**src/rtl/alu_pkg.sv**
```systemverilog
// Shared widths, state encoding and operand payload for the ALU request arbiter.
package alu_pkg;

    localparam int unsigned DATA_W          = 8;
    localparam int unsigned MODE_W          = 3;
    localparam int unsigned ALU_LAT_DEFAULT = 1;
    localparam int unsigned LAT_CNT_W       = 3;

    typedef enum logic [1:0] {
        ST_IDLE  = 2'd0,
        ST_ISSUE = 2'd1,
        ST_WAIT  = 2'd2,
        ST_RESP  = 2'd3
    } state_e;

    typedef struct packed {
        logic [MODE_W-1:0] mode;
        logic [DATA_W-1:0] a;
        logic [DATA_W-1:0] b;
    } alu_op_t;

endpackage

```
**src/rtl/rr_arb2.sv**
```systemverilog
// Two-way round-robin grant; the pointer favours whichever requester was not granted last.
module rr_arb2 (
    input  logic       clk,
    input  logic       rst,
    input  logic [1:0] valid,
    input  logic       advance,
    output logic [1:0] grant
);

    logic favor1;

    always_comb begin
        grant = 2'b00;
        if (favor1) begin
            grant[1] = valid[1];
            grant[0] = valid[0] & ~valid[1];
        end else begin
            grant[0] = valid[0];
            grant[1] = valid[1] & ~valid[0];
        end
    end

    // After granting req0, favour req1 next, and vice versa.
    always_ff @(posedge clk or posedge rst) begin
        if (rst) begin
            favor1 <= 1'b0;
        end else if (advance) begin
            favor1 <= grant[0];
        end
    end

endmodule

```
**src/rtl/alu_arbiter.sv**
```systemverilog
// Arbitrates two requesters onto one shared ALU with fixed latency ALU_LAT and
// returns the captured result to the owner as a one-cycle strobe.
module alu_arbiter
    import alu_pkg::*;
#(
    parameter int unsigned ALU_LAT = ALU_LAT_DEFAULT
) (
    input  logic              clk,
    input  logic              rst,
    input  logic              req0_valid,
    input  logic [MODE_W-1:0] req0_mode,
    input  logic [DATA_W-1:0] req0_a,
    input  logic [DATA_W-1:0] req0_b,
    output logic              req0_ready,
    input  logic              req1_valid,
    input  logic [MODE_W-1:0] req1_mode,
    input  logic [DATA_W-1:0] req1_a,
    input  logic [DATA_W-1:0] req1_b,
    output logic              req1_ready,
    output logic              rsp0_valid,
    output logic              rsp1_valid,
    output logic [DATA_W-1:0] rsp_data,
    output logic              rsp_fz,
    output logic              rsp_fc,
    output logic              alu_en,
    output logic [MODE_W-1:0] alu_mode,
    output logic [DATA_W-1:0] alu_a,
    output logic [DATA_W-1:0] alu_b,
    input  logic [DATA_W-1:0] alu_sum,
    input  logic              alu_fz,
    input  logic              alu_fc,
    output logic              busy
);

    state_e               state;
    state_e               state_d;
    logic [LAT_CNT_W-1:0] wait_cnt;
    logic [LAT_CNT_W-1:0] wait_cnt_d;
    logic [1:0]           grant;
    logic                 accept;
    logic                 owner_q;
    alu_op_t              op_q;
    alu_op_t              op_d;

    rr_arb2 u_rr_arb2 (
        .clk     (clk),
        .rst     (rst),
        .valid   ({req1_valid, req0_valid}),
        .advance (accept),
        .grant   (grant)
    );

    // Ready is a pure decode so a request is accepted in the same cycle it is seen.
    assign accept     = ~rst & (state == ST_IDLE) & (|grant);
    assign req0_ready = accept & grant[0];
    assign req1_ready = accept & grant[1];

    assign op_d     = grant[1] ? '{mode: req1_mode, a: req1_a, b: req1_b}
                               : '{mode: req0_mode, a: req0_a, b: req0_b};
    assign alu_mode = op_q.mode;
    assign alu_a    = op_q.a;
    assign alu_b    = op_q.b;

    always_ff @(posedge clk or posedge rst) begin
        if (rst) begin
            state    <= ST_IDLE;
            wait_cnt <= '0;
        end else begin
            state    <= state_d;
            wait_cnt <= wait_cnt_d;
        end
    end

    always_comb begin
        state_d    = state;
        wait_cnt_d = wait_cnt;
        case (state)
            ST_IDLE: begin
                if (accept) state_d = ST_ISSUE;
            end
            ST_ISSUE: begin
                state_d    = ST_WAIT;
                wait_cnt_d = '0;
            end
            ST_WAIT: begin
                if (wait_cnt == LAT_CNT_W'(ALU_LAT - 1)) begin
                    state_d = ST_RESP;
                end else begin
                    wait_cnt_d = wait_cnt + LAT_CNT_W'(1);
                end
            end
            ST_RESP: begin
                state_d = ST_IDLE;
            end
            default: begin
                state_d = ST_IDLE;
            end
        endcase
    end

    // Operand latch, ALU strobe, result capture and owner strobe.
    always_ff @(posedge clk or posedge rst) begin
        if (rst) begin
            op_q       <= '0;
            owner_q    <= 1'b0;
            alu_en     <= 1'b0;
            rsp0_valid <= 1'b0;
            rsp1_valid <= 1'b0;
            rsp_data   <= '0;
            rsp_fz     <= 1'b0;
            rsp_fc     <= 1'b0;
            busy       <= 1'b0;
        end else begin
            alu_en     <= accept;
            rsp0_valid <= 1'b0;
            rsp1_valid <= 1'b0;
            busy       <= (state_d != ST_IDLE);
            if (accept) begin
                op_q    <= op_d;
                owner_q <= grant[1];
            end
            if ((state == ST_WAIT) && (state_d == ST_RESP)) begin
                rsp_data   <= alu_sum;
                rsp_fz     <= alu_fz;
                rsp_fc     <= alu_fc;
                rsp0_valid <= ~owner_q;
                rsp1_valid <= owner_q;
            end
        end
    end

endmodule

```
**config.mk**
```make
export PLATFORM = sky130hd
export DESIGN_NAME = alu_arbiter
export DESIGN_NICKNAME = d
export VERILOG_FILES = /design/src/rtl/alu_pkg.sv /design/src/rtl/rr_arb2.sv /design/src/rtl/alu_arbiter.sv
export SDC_FILE = /design/constraint.sdc
export NUM_CORES = 1
export LEC_CHECK = 0
export ABC_AREA = 0
export BUFFER_PORTS_ARGS = -buffer_cell sky130_fd_sc_hd__buf_2
export CAP_MARGIN = 10
export CELL_PAD_IN_SITES_DETAIL_PLACEMENT = 0
export CELL_PAD_IN_SITES_GLOBAL_PLACEMENT = 1
export CORE_UTILIZATION = 35
export DETAILED_ROUTE_END_ITERATION = 10
export PLACE_DENSITY_LB_ADDON = 0.12
export SETUP_SLACK_MARGIN = 0.05
export SLEW_MARGIN = 5
export SYNTH_ARGS = -nofsm -noshare
export SYNTH_HDL_FRONTEND = slang
export SYNTH_SLANG_ARGS = --single-unit
```
**constraint.sdc**
```tcl
create_clock -name clk -period 5.2 [get_ports clk]
set_input_delay 0.78 -clock clk [delete_from_list [all_inputs] [get_ports clk]]
set_output_delay 0.78 -clock clk [all_outputs]
set_load 0.1 [all_outputs]
```
* After elaboration in Yosys (flattened, before gate mapping) *
Cells that the tools add are included.
Widths: inputs -> output; s select.

storage, ports and cells
  logic and storage cells = 46
  bits in registers = 40
  input bits = 52
  output and inout port bits = 35

cells by class
  eq/ne operators = 5
  reduce and logical (&&, ||, !) cells = 7
  add/subtract/negate cells = 1
  multiplexer cells = 9
  bitwise gates (word level) = 10

operators with widths
  operator             count
  $mux 19              1
  $pmux 2 s4           1
  $and 1x1->1          6
  $eq 2x2->1 const B   3
  $mux 2               3
  $pmux 3 s2           1
  $not 1->1            4
  $reduce_bool 2->1    2
  $add 3x1->3 const B  1
  $logic_not 3->1      1
  $mux 3               1
  $eq 2x1->1 const B   1
  $logic_not 2->1      1
  $mux 1               2
  $ne 2x2->1 const B   1
  $reduce_and 2->1     1
  $reduce_or 2->1      1
  $logic_and 1x1->1    1

* Logic depth before layout (Yosys ltp) *
Gate-level depths: netlist of the first run.

  depth after elaboration = 10
  gate-level depth with buffers = 8

* Hierarchy *
Synthesis of the first run repeated with hierarchy kept, for this count alone.

unflattened totals
  cell total of the unflattened synthesis = 154
  area total of the unflattened synthesis = 1851.8 um2

by module, submodules not included
  module       sequential area each (um2)  times used  area each (um2)  cells each
  alu_arbiter  975.9                       1           1785.5           148
  rr_arb2      25.0                        1           66.3             6

* Worst setup path after synthesis of the first run *
Ideal clock, no wire load.

  path kind = input -> output
  from = input rst
  to = output req0_ready
  data required time = 4.420 ns
  setup slack = 1.192 ns
  cell stages on the path = 2
  arrival = 3.228 ns
  cells stage by stage = nand2b_1 -> a211oi_1

between the ends
  longest elaborated chain between the ends = 4

ends and longest elaborated chain
  what                       line               RTL
  start, declared            alu_arbiter.sv:9   input logic rst,
  $not 1->1                  alu_arbiter.sv:54  assign accept = ~rst & (state == ST_IDLE) & (|grant);
  $and 1x1->1 (2 in series)  alu_arbiter.sv:54
  $and 1x1->1                alu_arbiter.sv:55  assign req0_ready = accept & grant[0];
  end, declared              alu_arbiter.sv:14  output logic req0_ready,

No other way between the ends.

* Final worst setup path of the first run *
  from = register state[0]
  to = output req0_ready

between the ends
  longest elaborated chain between the ends = 4

ends and longest elaborated chain
  what                       line               RTL
  start, declared            alu_arbiter.sv:35  state_e state;
  start signal, assigned     alu_arbiter.sv:69  state <= state_d;
  $logic_not 2->1            alu_arbiter.sv:54
  $and 1x1->1 (2 in series)  alu_arbiter.sv:54
  $and 1x1->1                alu_arbiter.sv:55

No other way between the ends.

==> out/qor.txt, run 1 <==
Final Wtd Congestion: 0.664
clock sinks: 40
dpl cells: 303
CTS tree: built
synth-to-layout area growth: 31.1%
M2 GR Usage: 0.237
largest net degree at the start of global routing: 42
final cycle utilization of the critical path: 0.503
cts hold-fix bufs: 0
Tightest Pin Transition: 0.499 ns
Distinct cells, synth: 27
CP Data Arrival Time: 1.84 ns
Hold Path Class: register to register
pre-CTS setup slack: 2.60 ns
fin nets: 300
Routed WL: 3540 µm
# Post-CTS Setup Buffers: 0
unrepaired setup endpoints after global routing: no
PortBufs: 86
setup ws final: 2.58 ns
Final Hold Viols: 0
first-pass GRT wire length: 5930 µm
initial antenna violation count: 0
crit path from: state[0]
fin. max-slew vios: 0
TritonCTS buffer count: 5
Max FO, Critical Path: 4
residual DRC count: 0
CTS clk-pin slew, worst paths: 0.07 ns
Top delay family on crit path: buffers and inverters
Die X: 74.0 µm
wire length per cell: 11.4 µm
vias in the first global route: 1297
DRT Pass-1 Iters: 4
Seq/Total Area, Yosys: 0.551
Max Buffers Root-to-Sink: 2
Setup CP Type: register to output pin
Max Freq: 382 MHz
GRT Util Overall: 0.144
Die Y: 74.0 µm
critical-path cell list: inv_1 -> ha_1 -> nand2b_1 -> a211oi_1 -> buf_2
crit path launch type: register
layout cells sized above 1: 0.444
grt met1 use: 0.173
CP max stage cell: buf_2
count of final setup violators: 0
die area: 5480 µm²
I/O pins: 87
worst r2r src: state[0]
GRT Max-Usage Layer: met2
Req. time, crit path: 4.42 ns
Inserted Diodes: 0
antenna viol nets, final: 0
CTS root buf: clkbuf_8
Hold WS: 0.472 ns
number of max-cap violations: 0
Net Count, Synth: 213
outcome: completed
most common cell after layout, fill and taps aside: buf_2
routed vias/inst: 4.37
Buf+Inv Stages, Crit Path: 2
Setup TNS Final: 0 ns
detailed-route via count: 1355
H-tree Lvls: 2
clock insertion delay at the later pin of the skew report: 0.29 ns
Final Skew: 0.00538 ns
grt total ovfl: 0
Hold Crit Start: alu_a[7]
max incr delay on CP: 0.49 ns
most frequent cells in the layout: buf_2 (86), dfrtp_1 (40), nand2_1 (23)
Tmin final: 2.62 ns
met3 GRT Util: 0.0488
post-CTS resize count: 0
post-synthesis instance area: 1820 µm²
Iteration-0 DRC Markers: 29
Rows: 25
DPL Wire Length: 2570 µm
#FFs+latches synth: 40
CP Capture Type: output pin
cell count after synthesis: 156
YS warnings: 0
syn avg cell area: 11.6 µm²
non-filler cells in the finished layout: 310
initial core utilization: 0.375
core area: 4850 µm²
Slew HR: 0.668
[metrics by stage]
stage / util / instance area [µm²]
5_1_grt: 0.491 / 2380
6_report: 0.491 / 2380
2_1_floorplan: - / 1820
3_3_place_gp: 0.475 / 2300
4_1_cts: 0.491 / 2380
3_5_place_dp: 0.475 / 2300
[tightest hold or removal path, delay by kind of cell, from the launching register on]
kind / cells / cell delay [ns]
DFF: 1 / 0.34
AOI/OAI and AO/OA: 1 / 0.05
and+or+nand+nor: 1 / 0.04
[flip-flops by register name, indices dropped and copies added (netlist names), 2 cells and up]
register / cells
wait_cnt: 3
rsp_data: 8
state: 2
alu_a: 8
alu_mode: 3
alu_b: 8
[layer usage]
| metal | wire, µm | up-vias |
|---|---|---|
| met5 | 0 | - |
| met1 | 1570 | 592 |
| met3 | 280 | 7 |
| met2 | 1630 | 57 |
| met4 | 57 | 0 |
| li1 | - | 699 |
[Yosys cell counts]
| library cell | n | area, µm² |
|---|---|---|
| buf_6 | 2 | 22.5 |
| or2_2 | 1 | 6.26 |
| buf_2 | 3 | 15.0 |
| dfrtp_1 | 40 | 1000 |
| nand2_1 | 23 | 86.3 |
| and2_1 | 2 | 12.5 |
| nor3b_1 | 1 | 7.51 |
| o31ai_1 | 1 | 7.51 |
| a211oi_1 | 1 | 7.51 |
| a21oi_1 | 1 | 5.00 |
| clkbuf_1 | 4 | 15.0 |
| mux2_4 | 8 | 120 |
| o21ai_0 | 19 | 95.1 |
| nor2b_1 | 1 | 6.26 |
| o21ai_1 | 1 | 5.00 |
| o22ai_1 | 3 | 18.8 |
| inv_1 | 8 | 30.0 |
| mux2_2 | 2 | 22.5 |
| a21o_1 | 1 | 7.51 |
| a21oi_4 | 1 | 16.3 |
| nor2_1 | 4 | 15.0 |
| xnor2_1 | 1 | 8.76 |
| ha_1 | 5 | 62.6 |
| nand2b_1 | 1 | 6.26 |
| or2_1 | 1 | 6.26 |
| a32o_1 | 1 | 10.0 |
| mux2i_1 | 20 | 200 |
[area by class of cell]
class                      instances  area, µm²
fill                             470       2470
sequential                        40       1000
multi-input combinational         99        737
timing repair buffer              89        453
tap                               67       83.8
clock buffer                       6       72.6
inverter                           8       30.0
clock inverter                     1       5.00
[cell families (layout without fill, tap and decap cells)]
group / count (synthesis) / count (layout) / share of synthesized area
AOI/OAI and AO/OA: 29 / 29 / 0.0950
xor gates and xnor gates: 1 / 1 / 0.00482
adders and majority gates: 5 / 5 / 0.0344
buffers and inverters: 17 / 104 / 0.0454
DFF: 40 / 40 / 0.551
muxes: 30 / 30 / 0.189
and+or+nand+nor: 34 / 34 / 0.0806
[worst paths after layout]
path,to,slack (ns),cells past startpoint
setup reg to reg,rsp_data[6],3.17,6
setup / recovery,req0_ready,2.58,5
hold reg to reg,alu_a[7],0.47,2
max in group asynchronous,alu_b[5],4.25,3
hold / removal,alu_a[7],0.47,2
min in group asynchronous,wait_cnt[1],0.60,3
Power of run 1 is left out: the tool's default activity adds up to more than one toggle a clock period on the data nets, which glitch-free logic cannot reach.
==> run 2: changes to the inputs <==
- CORE_UTILIZATION: 35 -> 31
- clock period: 5.2 -> 2.2 ns (I/O delays scaled with it)
==> out/qor.txt, run 2 (synthesis results as in run 1) <==
outcome: completed
Hold Path Class: input pin to asynchronous set/reset pin
most common cell after layout, fill and taps aside: buf_2
Routed WL: 3630 µm
initial core utilization: 0.326
setup ws final: 0.199 ns
layout cells sized above 1: 0.462
vias in the first global route: 1287
detailed-route via count: 1368
most frequent cells in the layout: buf_2 (85), dfrtp_1 (40), nand2_1 (23)
PortBufs: 86
fin nets: 303
wire length per cell: 11.4 µm
max incr delay on CP: 0.40 ns
Final Skew: 0.00146 ns
CP Data Arrival Time: 1.67 ns
Final Wtd Congestion: 0.714
routed vias/inst: 4.29
grt total ovfl: 0
Tmin final: 2.00 ns
Slew HR: 0.618
Top delay family on crit path: buffers and inverters
Req. time, crit path: 1.87 ns
post-layout instance area: 2450 µm²
residual DRC count: 0
Buf+Inv Stages, Crit Path: 2
initial antenna violation count: 0
synth-to-layout area growth: 34.6%
DRT Pass-1 Iters: 2
fin. max-slew vios: 0
Rows: 27
die area: 6170 µm²
Iteration-0 DRC Markers: 42
post-route core utilization: 0.439
H-tree Lvls: 2
CTS clk-pin slew, worst paths: 0.07 ns
filler cell count: 559
largest net degree at the start of global routing: 42
unrepaired setup endpoints after global routing: no
r2r setup slk: 0.29 ns
TritonCTS buffer count: 5
clock sinks: 40
Die X: 78.6 µm
final cycle utilization of the critical path: 0.910
Die Y: 78.6 µm
core area: 5570 µm²
Setup CP Type: register to output pin
Max Freq: 500 MHz
CTS tree: built
clock insertion delay at the later pin of the skew report: 0.28 ns
critical-path cell list: inv_1 -> ha_1 -> nand2b_1 -> a211oi_2 -> clkbuf_4
Final Hold Viols: 0
Inserted Diodes: 0
cell area after placement: 2330 µm²
crit path launch type: register
count of final setup violators: 0
CTS root buf: clkbuf_8
number of max-cap violations: 0
CP Capture Type: output pin
DPL Wire Length: 2680 µm
Tightest Pin Transition: 0.570 ns
Max FO, Critical Path: 4
antenna viol nets, final: 0
CP max stage cell: dfrtp_1
GRT Util Overall: 0.129
pre-CTS setup slack: 0.117 ns
Max Buffers Root-to-Sink: 2
I/O pins: 87
first-pass GRT wire length: 6070 µm
## run 2: area by class of cell
| type | count | area, µm² | share of cell area |
|---|---|---|---|
| clock inverters | 2 | 10.0 | 0.00409 |
| multi-input cells | 99 | 742 | 0.303 |
| inverters | 8 | 30.0 | 0.0123 |
| repair buffers | 92 | 490 | 0.201 |
| well taps | 72 | 90.1 | 0.0368 |
| clock buffers | 6 | 82.6 | 0.0338 |
| flip-flops and latches | 40 | 1000 | 0.409 |
## run 2: worst paths after layout
check	depth (start not counted)	start	to
worst max-delay path	5	state[0]	req0_ready
worst min-delay path	2	rst	alu_mode[1]
worst max register to register	7	state[0]	rsp_data[1]
worst min register to register	2	alu_a[7]	alu_a[7]
max in group asynchronous	3	rst	alu_mode[2]
min in group clk	2	alu_sum[1]	rsp_data[1]
## run 2: metal layers
metal | track usage | wire length [µm] | vias to the layer above
li1 | - | - | 706
met1 | 0.156 | 1580 | 606
met2 | 0.207 | 1740 | 51
met3 | 0.0419 | 270 | 5
met4 | 0.0611 | 46 | 0
met5 | 0 | 0 | -
## run 2: repair_timing
| item | CTS | global route |
|---|---|---|
| hold buffers | 0 | 0 |
| setup endpoints to repair | 0 | 8 |
| buffers inserted | 0 | 3 |
| resized for setup | 0 | 1 |
## run 2: metrics by stage
step / TNS (ns) / hold slack [ns] / cells
after CTS: 0 / 0.0470 / 316
final: 0 / 0.0337 / 319
after detailed placement: 0 / 0.370 / 308
after global placement: 0 / 0.366 / 308
after floorplan: -0.280 / 0.454 / 156
after global routing: 0 / 0.0679 / 319
Power of run 2 is left out for the same reason.
==> run 3: changes to the inputs <==
- CORE_UTILIZATION: 31 -> 27
==> out/qor.txt, run 3 (synthesis results as in run 1) <==
GRT Util Overall: 0.125
Hold Path Class: input pin to asynchronous set/reset pin
grt total ovfl: 0
wire length per cell: 12.5 µm
initial core utilization: 0.283
Tmin final: 1.99 ns
initial antenna violation count: 0
most common cell after layout, fill and taps aside: buf_2
final cycle utilization of the critical path: 0.904
Setup CP Type: register to output pin
clock sinks: 40
vias in the first global route: 1446
fin. max-slew vios: 0
CTS root buf: clkbuf_8
die area: 7060 µm²
cts hold-fix bufs: 0
Slew HR: 0.581
TritonCTS buffer count: 5
synth-to-layout area growth: 34.6%
CTS tree: built
CP Data Arrival Time: 1.66 ns
count of final setup violators: 0
violated checks: design-rule violations
non-filler cells in the finished layout: 323
# Post-CTS Setup Buffers: 0
H-tree Lvls: 2
PortBufs: 86
Max Buffers Root-to-Sink: 2
Max Freq: 503 MHz
dpl cells: 315
detailed-route via count: 1384
filler cell count: 669
r2r setup slk: 0.30 ns
core area: 6420 µm²
most frequent cells in the layout: buf_2 (84), dfrtp_1 (40), nand2_1 (23)
Rows: 29
Final Skew: 0.00725 ns
Die Y: 84.0 µm
Max FO, Critical Path: 4
number of max-cap violations: 0
CP Capture Type: output pin
largest net degree at the start of global routing: 42
Die X: 84.0 µm
routed vias/inst: 4.28
unrepaired setup endpoints after global routing: no
layout cells sized above 1: 0.451
Final Hold Viols: 0
Setup TNS Final: 0 ns
antenna viol nets, final: 0
DRT Pass-1 Iters: 7
CTS clk-pin slew, worst paths: 0.07 ns
Routed WL: 4050 µm
Tightest Pin Transition: 0.625 ns
first-pass GRT wire length: 6780 µm
area of the multi-input gates: 742 µm²
fin nets: 302
crit path launch type: register
DPL Wire Length: 3050 µm
register area: 1000 µm²
clock insertion delay at the later pin of the skew report: 0.29 ns
Inserted Diodes: 0
residual DRC count: 9
outcome: finished with violations
I/O pins: 87
Final Wtd Congestion: 0.695
Req. time, crit path: 1.87 ns
Iteration-0 DRC Markers: 43
-- run 3: changes by cell type in the layout (fill, tap and decap cells not counted) --
cell,previous run,this run
clkbuf_1,0,2
clkinv_2,2,0
buf_2,85,84
-- run 3: per-stage QoR --
| stage | cell area (µm²) | util | hold slack (ns) | setup slack [ns] |
|---|---|---|---|---|
| CTS | 2440 | 0.380 | 0.0572 | 0.0640 |
| floorplan | 1820 | - | 0.454 | -0.137 |
| global route | 2440 | 0.381 | 0.0811 | 0.0505 |
| detailed placement | 2350 | 0.366 | 0.377 | 0.286 |
| finish | 2440 | 0.381 | 0.0417 | 0.212 |
| global placement | 2350 | 0.366 | 0.375 | 0.346 |
-- run 3: critical path, stage by stage, from the launching register on --
cell and delay, ns:
dfrtp_1 0.41, inv_1 0.09, ha_1 0.19, nand2b_1 0.12, a211oi_2 0.22, buf_4 0.34
-- run 3: metal layers --
metal / vias to the layer above / GRT usage / part of all wire / wire (µm)
li1: 704 / - / - / -
met1: 622 / 0.157 / 0.47 / 1890
met2: 56 / 0.199 / 0.45 / 1840
met3: 2 / 0.0455 / 0.072 / 292
met4: 0 / 0.0376 / 0.0057 / 23
met5: - / 0 / 0 / 0
-- run 3: cell type report --
class                   instances  area share
clock buffers                   8      0.0368
repair buffers                 91       0.199
flip-flops and latches         40       0.409
multi-input cells              99       0.303
well taps                      77      0.0394
inverters                       8      0.0123
-- run 3: worst paths after layout --
kind	startpoint	to	cells past startpoint
min	rst	owner_q	2
min in group clk	alu_sum[4]	rsp_data[4]	2
max in group asynchronous	rst	alu_a[4]	3
min reg2reg	alu_b[4]	alu_b[4]	2
max reg2reg	state[0]	rsp_fz	7
max	state[0]	req0_ready	5
-- run 3: what timing repair did --
| item | in CTS | in global routing |
|---|---|---|
| endpoints found under the hold margin | 0 | 0 |
| resized for setup | 0 | 3 |
| endpoints found under the setup margin | 0 | 2 |
Power of run 3 is left out for the same reason.
